`config.mk`:
```
export PLATFORM = sky130hd
export DESIGN_NAME = keypad_entry_ctrl
export DESIGN_NICKNAME = d
export VERILOG_FILES = /design/src/rtl/keypad_entry_ctrl.sv
export SDC_FILE = /design/constraint.sdc
export NUM_CORES = 1
export LEC_CHECK = 0
export CAP_MARGIN = 20
export CORE_MARGIN = 2
export CORE_UTILIZATION = 25
export DETAILED_ROUTE_END_ITERATION = 7
export GPL_TIMING_DRIVEN = 0
export PLACE_DENSITY = 0.44
export REMOVE_ABC_BUFFERS = 1
export SYNTH_ARGS = -nofsm -noshare
export SYNTH_HDL_FRONTEND = slang
export SYNTH_SLANG_ARGS = --single-unit
export TNS_END_PERCENT = 10
```
`constraint.sdc`:
```
create_clock -name fclk -period 2.2 [get_ports fclk]
set_input_delay 0.33 -clock fclk [delete_from_list [all_inputs] [get_ports fclk]]
set_output_delay 0.33 -clock fclk [all_outputs]
set_load 0.01 [all_outputs]
```
`src/rtl/keypad_entry_ctrl.sv`:
```
// Debounces decoded keypad codes and runs record-mode entry into a three-digit buffer.
// Digits shift in from the right; A/B/C start, stop and clear recording, and idle time ends it.
module keypad_entry_ctrl #(
    parameter int DEB_CYC = 4,
    parameter int TMO_CYC = 1000
) (
    input  logic       fclk,
    input  logic       rst,
    input  logic       key_vld,
    input  logic [3:0] key_val,
    output logic [3:0] DispVal,
    output logic [3:0] DispVal2,
    output logic [3:0] DispVal3,
    output logic       isRecord,
    output logic [1:0] digit_cnt,
    output logic       entry_done
);

    localparam int DW = $clog2(DEB_CYC + 1);
    localparam int TW = $clog2(TMO_CYC + 1);

    typedef enum logic [1:0] {
        IDLE      = 2'd0,
        PRESS_DEB = 2'd1,
        HELD      = 2'd2,
        REL_DEB   = 2'd3
    } deb_state_t;

    deb_state_t    state;
    logic [3:0]    cand;
    logic [DW-1:0] deb_cnt;
    logic [TW-1:0] tmo_cnt;
    logic          accept;

    // Combinational so the action lands on the same edge that completes the debounce count.
    assign accept = (state == PRESS_DEB) && key_vld && (key_val == cand)
                    && (deb_cnt == DW'(DEB_CYC - 1));

    always_ff @(posedge fclk or posedge rst) begin
        if (rst) begin
            state      <= IDLE;
            cand       <= 4'd0;
            deb_cnt    <= '0;
            tmo_cnt    <= '0;
            DispVal    <= 4'd0;
            DispVal2   <= 4'd0;
            DispVal3   <= 4'd0;
            isRecord   <= 1'b0;
            digit_cnt  <= 2'd0;
            entry_done <= 1'b0;
        end else begin
            entry_done <= 1'b0;

            case (state)
                IDLE: begin
                    if (key_vld) begin
                        cand    <= key_val;
                        deb_cnt <= DW'(1);
                        state   <= PRESS_DEB;
                    end
                end
                PRESS_DEB: begin
                    if (!key_vld) begin
                        state <= IDLE;
                    end else if (key_val != cand) begin
                        cand    <= key_val;
                        deb_cnt <= DW'(1);
                    end else if (accept) begin
                        state <= HELD;
                    end else begin
                        deb_cnt <= deb_cnt + DW'(1);
                    end
                end
                HELD: begin
                    // Code changes while held are ignored: no repeat, no roll-over.
                    if (!key_vld) begin
                        deb_cnt <= DW'(1);
                        state   <= REL_DEB;
                    end
                end
                REL_DEB: begin
                    if (key_vld) begin
                        state <= HELD;
                    end else if (deb_cnt == DW'(DEB_CYC - 1)) begin
                        state <= IDLE;
                    end else begin
                        deb_cnt <= deb_cnt + DW'(1);
                    end
                end
                default: state <= IDLE;
            endcase

            if (accept) begin
                tmo_cnt <= '0;
                case (cand)
                    4'hA: begin
                        isRecord  <= 1'b1;
                        DispVal   <= 4'd0;
                        DispVal2  <= 4'd0;
                        DispVal3  <= 4'd0;
                        digit_cnt <= 2'd0;
                    end
                    4'hB: begin
                        if (isRecord) begin
                            isRecord   <= 1'b0;
                            entry_done <= 1'b1;
                        end
                    end
                    4'hC: begin
                        DispVal   <= 4'd0;
                        DispVal2  <= 4'd0;
                        DispVal3  <= 4'd0;
                        digit_cnt <= 2'd0;
                    end
                    default: begin
                        if (cand <= 4'd9 && isRecord && digit_cnt != 2'd3) begin
                            DispVal   <= DispVal2;
                            DispVal2  <= DispVal3;
                            DispVal3  <= cand;
                            digit_cnt <= digit_cnt + 2'd1;
                        end
                    end
                endcase
            end else if (!isRecord) begin
                tmo_cnt <= '0;
            end else if (state == IDLE) begin
                // Idle time only accrues with no key activity; a partial press holds the count.
                if (tmo_cnt == TW'(TMO_CYC - 1)) begin
                    isRecord   <= 1'b0;
                    entry_done <= 1'b1;
                    tmo_cnt    <= '0;
                end else begin
                    tmo_cnt <= tmo_cnt + TW'(1);
                end
            end
        end
    end

endmodule

```
==> impl_results.md <==
* Unrepaired setup endpoints after global routing: no
* Synth cell types at 48
* Int Power at a little over 1 mW
* # hold bufs at CTS at 0
* Fmax at 499 MHz
* Crit Path Category: input pin to flop
* Final WL at around 3500 µm
* Net Sw Power at between 0.4 and 0.5 mW
* Die X at 87.6 µm
* Final GP Congestion at about 0.76
* Number of flops mapped to enable cells by yosys at 0
* Reg clk slew, reported paths at around 70 ps
* Leak pwr at ~0.83 nW
* Post-Syn Area at around 1700 µm²
* Final period util at between 90% and 100%
* Port Buffers at 22
* YS warnings at 0
* I/O pin cnt at 23
* DR WL/cell at ~12 µm
* Syn_area_per_cell at just under 10 µm²
* Fin. max-slew vios at 0
* # diodes at 0
* Post-synthesis compound-gate area fraction at between 10 and 15%
* Share of cells above drive strength 1 at approximately a tenth
* Deepest clock path buffer count at 2
* Pin count of the biggest net entering global routing at 36
* Vias in the first global route at between 1000 and 1500
* Crit-path max FO at 9
* CP required at 2410 ps
* #FFs+latches synth at 35
* Starting DRC count in detailed routing at between 100 and 150
* Design Area, Final at about 2100 µm²
* Antenna-violating nets left at 0
* Global route overflow at 0
* Later-pin clock latency in the skew report at 280 ps
* Final setup margin at approximately 200 ps
* Post-DR vias/cell at around 4.4
* Initial antenna violation count at 0
* Total placed cells including tap cells at just under 300
* Simple-Gate Fraction of Synth Area at a little over a fifth
* Final setup viols at 0
* Sequential area share after synthesis at between 50% and 60%
* Layout area overhead at 22.1%
* Main combinational cell family by area after synthesis: simple AND/OR/NAND/NOR gates
* Critical path cell sequence: clkdlybuf4s50_1 -> nor2b_2 -> and3_1 -> a211oi_1 -> or4_1 -> a21oi_1
* Combinational Power Share at a little under a fifth
* Hold Vio Cnt, Final at 0
* Via count at roughly 1300
* XOR/XNOR share of the synthesized area at approximately 5%
* Pwr/cell area at ~680 nW/µm²
* H-Tree Depth at 2
* CTS buffer count at 5
* Post-synthesis mux area share at under 10%
* CTS sink cnt at 35
* Sequential Power Share at about half
* Syn Inst Count at about 180
* Max_cap viols at 0
* # rows at 30
* Placed Area at about 2000 µm²
* Worst-margin pin slew at roughly 750 ps
* Core box area at 6790 µm²
* Initial Util at about a quarter
* Startpoint types: input pin
* Worst IR drop on VDD at roughly 0.32 mV
* Total track usage at ~10%
* DRC viols at 0
* CP Capture Type: flop
* HPWL after DPL at 2490 µm
* Dpl ws at -217 ps
* Post-synth ARST share at 100%
* Ys flop type: dfrtp_1
* CTS tree: built
* Slowest CP cell: clkdlybuf4s50_1
* Post-Synth Adder-Cell Area at ~2.9%
* Slew HR at 49.8%
* Outcome: finished clean
* Die ar. at roughly 7700 µm²
* Sw Share at 29.7%
* Arr. time, crit path at between 2000 and 2500 ps
* Layout Nets at approximately 210
* Die height at 87.6 µm
* Final Skew at around 2.4 ps
* Clock network fraction of total power at roughly 30%
* Max stage delay on crit path at roughly 500 ps
* First-pass GRT wire length at between 6000 and 7000 µm
* First-pass DRT Iterations at 4
* Fin crit period at approximately 2000 ps
* CTS root buf: clkbuf_8
* Fin cells at 298
* Min-delay worst type: flop to flop
-- cell families (layout without fill, tap and decap cells) --
family          count (synthesis)  count (layout)
simple gates                   73              73
buf+inv                        13              36
mux                             4               4
xor+xnor                        8               8
compound gates                 42              42
flops                          35              35
fa+ha+maj                       4               4
-- path summary, 6_finish.rpt --
path | cells past startpoint | slack (ps) | start | endpoint
worst max-delay path | 6 | 200 | key_vld | tmo_cnt[9]
worst min register to register | 2 | 480 | DispVal[3] | DispVal[3]
min in group asynchronous | 2 | 500 | rst | entry_done
worst max register to register | 6 | 250 | digit_cnt[0] | digit_cnt[0]
worst min-delay path | 2 | 480 | DispVal[3] | DispVal[3]
max in group asynchronous | 2 | 1220 | rst | tmo_cnt[4]
-- critical path, delay by kind of cell --
kind / cells / cell delay [ps]
compound gates: 2 / 300
buf+inv: 1 / 490
simple gates: 3 / 1080
-- synth_stat cells (all sizes together), types with 3 or more instances --
cell type  number  area [µm²]
dfrtp          35         876
nor3            4        20.0
o31ai           3        22.5
a21oi           8        40.0
o21ai          19        95.1
inv             6        22.5
xnor2           6        67.6
nor2            9        33.8
nand3           4        20.0
nand4           4        25.0
nand2          34         128
ha              4        50.1
mux2            3        33.8
buf             6        40.0
or4             3        26.3
-- power by group through the flow --
| stage | registers (mW) | logic (mW) | clock network [mW] |
|---|---|---|---|
| 2_1_floorplan | 0.740 | 0.196 | 0 |
| 6_report | 0.742 | 0.265 | 0.443 |
| 5_1_grt | 0.750 | 0.304 | 0.497 |
| 4_1_cts | 0.741 | 0.268 | 0.473 |
| 3_3_place_gp | 0.753 | 0.268 | 0 |
| 3_5_place_dp | 0.754 | 0.267 | 0 |
-- metrics by stage --
stage          power [mW]  TNS, ps  hold slack [ps]  util, %
6_report             1.45        0              482     31.4
5_1_grt              1.55        0              501     31.4
4_1_cts              1.48        0              488     31.3
3_5_place_dp         1.02    -2010              473     30.1
3_3_place_gp         1.02    -2070              463     30.1
2_1_floorplan       0.936        0              447        -
-- registers in the layout (all words and copies together) (netlist names), 2 cells and up, named ones only --
name,cells
digit_cnt,2
DispVal,4
cand,4
DispVal2,4
deb_cnt,3
DispVal3,4
tmo_cnt,10
-- layout make-up --
type / count / area (µm²)
clock buffers: 7 / 76.3
inverters: 6 / 22.5
flip-flops and latches: 35 / 876
repair buffers: 22 / 220
clock inverters: 1 / 5.00
well taps: 96 / 120
multi-input cells: 131 / 816
fillers: 724 / 4660
-- placed cells by master, fill, tap and decap left out, types with 3 or more instances in the layout --
cell type / n
nand2_1: 34
nand3_1: 4
clkdlybuf4s50_1: 22
a21oi_1: 8
nand4_1: 4
dfrtp_1: 35
nor3_1: 4
mux2_2: 3
xnor2_1: 4
o21ai_0: 13
nor2_1: 9
ha_1: 4
o21ai_1: 6
o31ai_1: 3
clkbuf_8: 5
inv_1: 5
-- timing repair --
item / 4_1_cts / 5_1_grt
endpoints found under the setup margin: 0 / 8
hold endpoints to repair: 0 / 0
resized for setup: 0 / 1
setup buffers: 0 / 0
-- routing by layer --
metal | up-vias | part of all wire (%) | GRT usage, %
li1 | 672 | - | -
met1 | 622 | 53 | 14.4
met2 | 18 | 42 | 14.4
met3 | 4 | 3.0 | 2.36
met4 | 0 | 1.8 | 5.03
met5 | - | 0 | 0
Note: power is estimated with default switching activity, not from simulation.
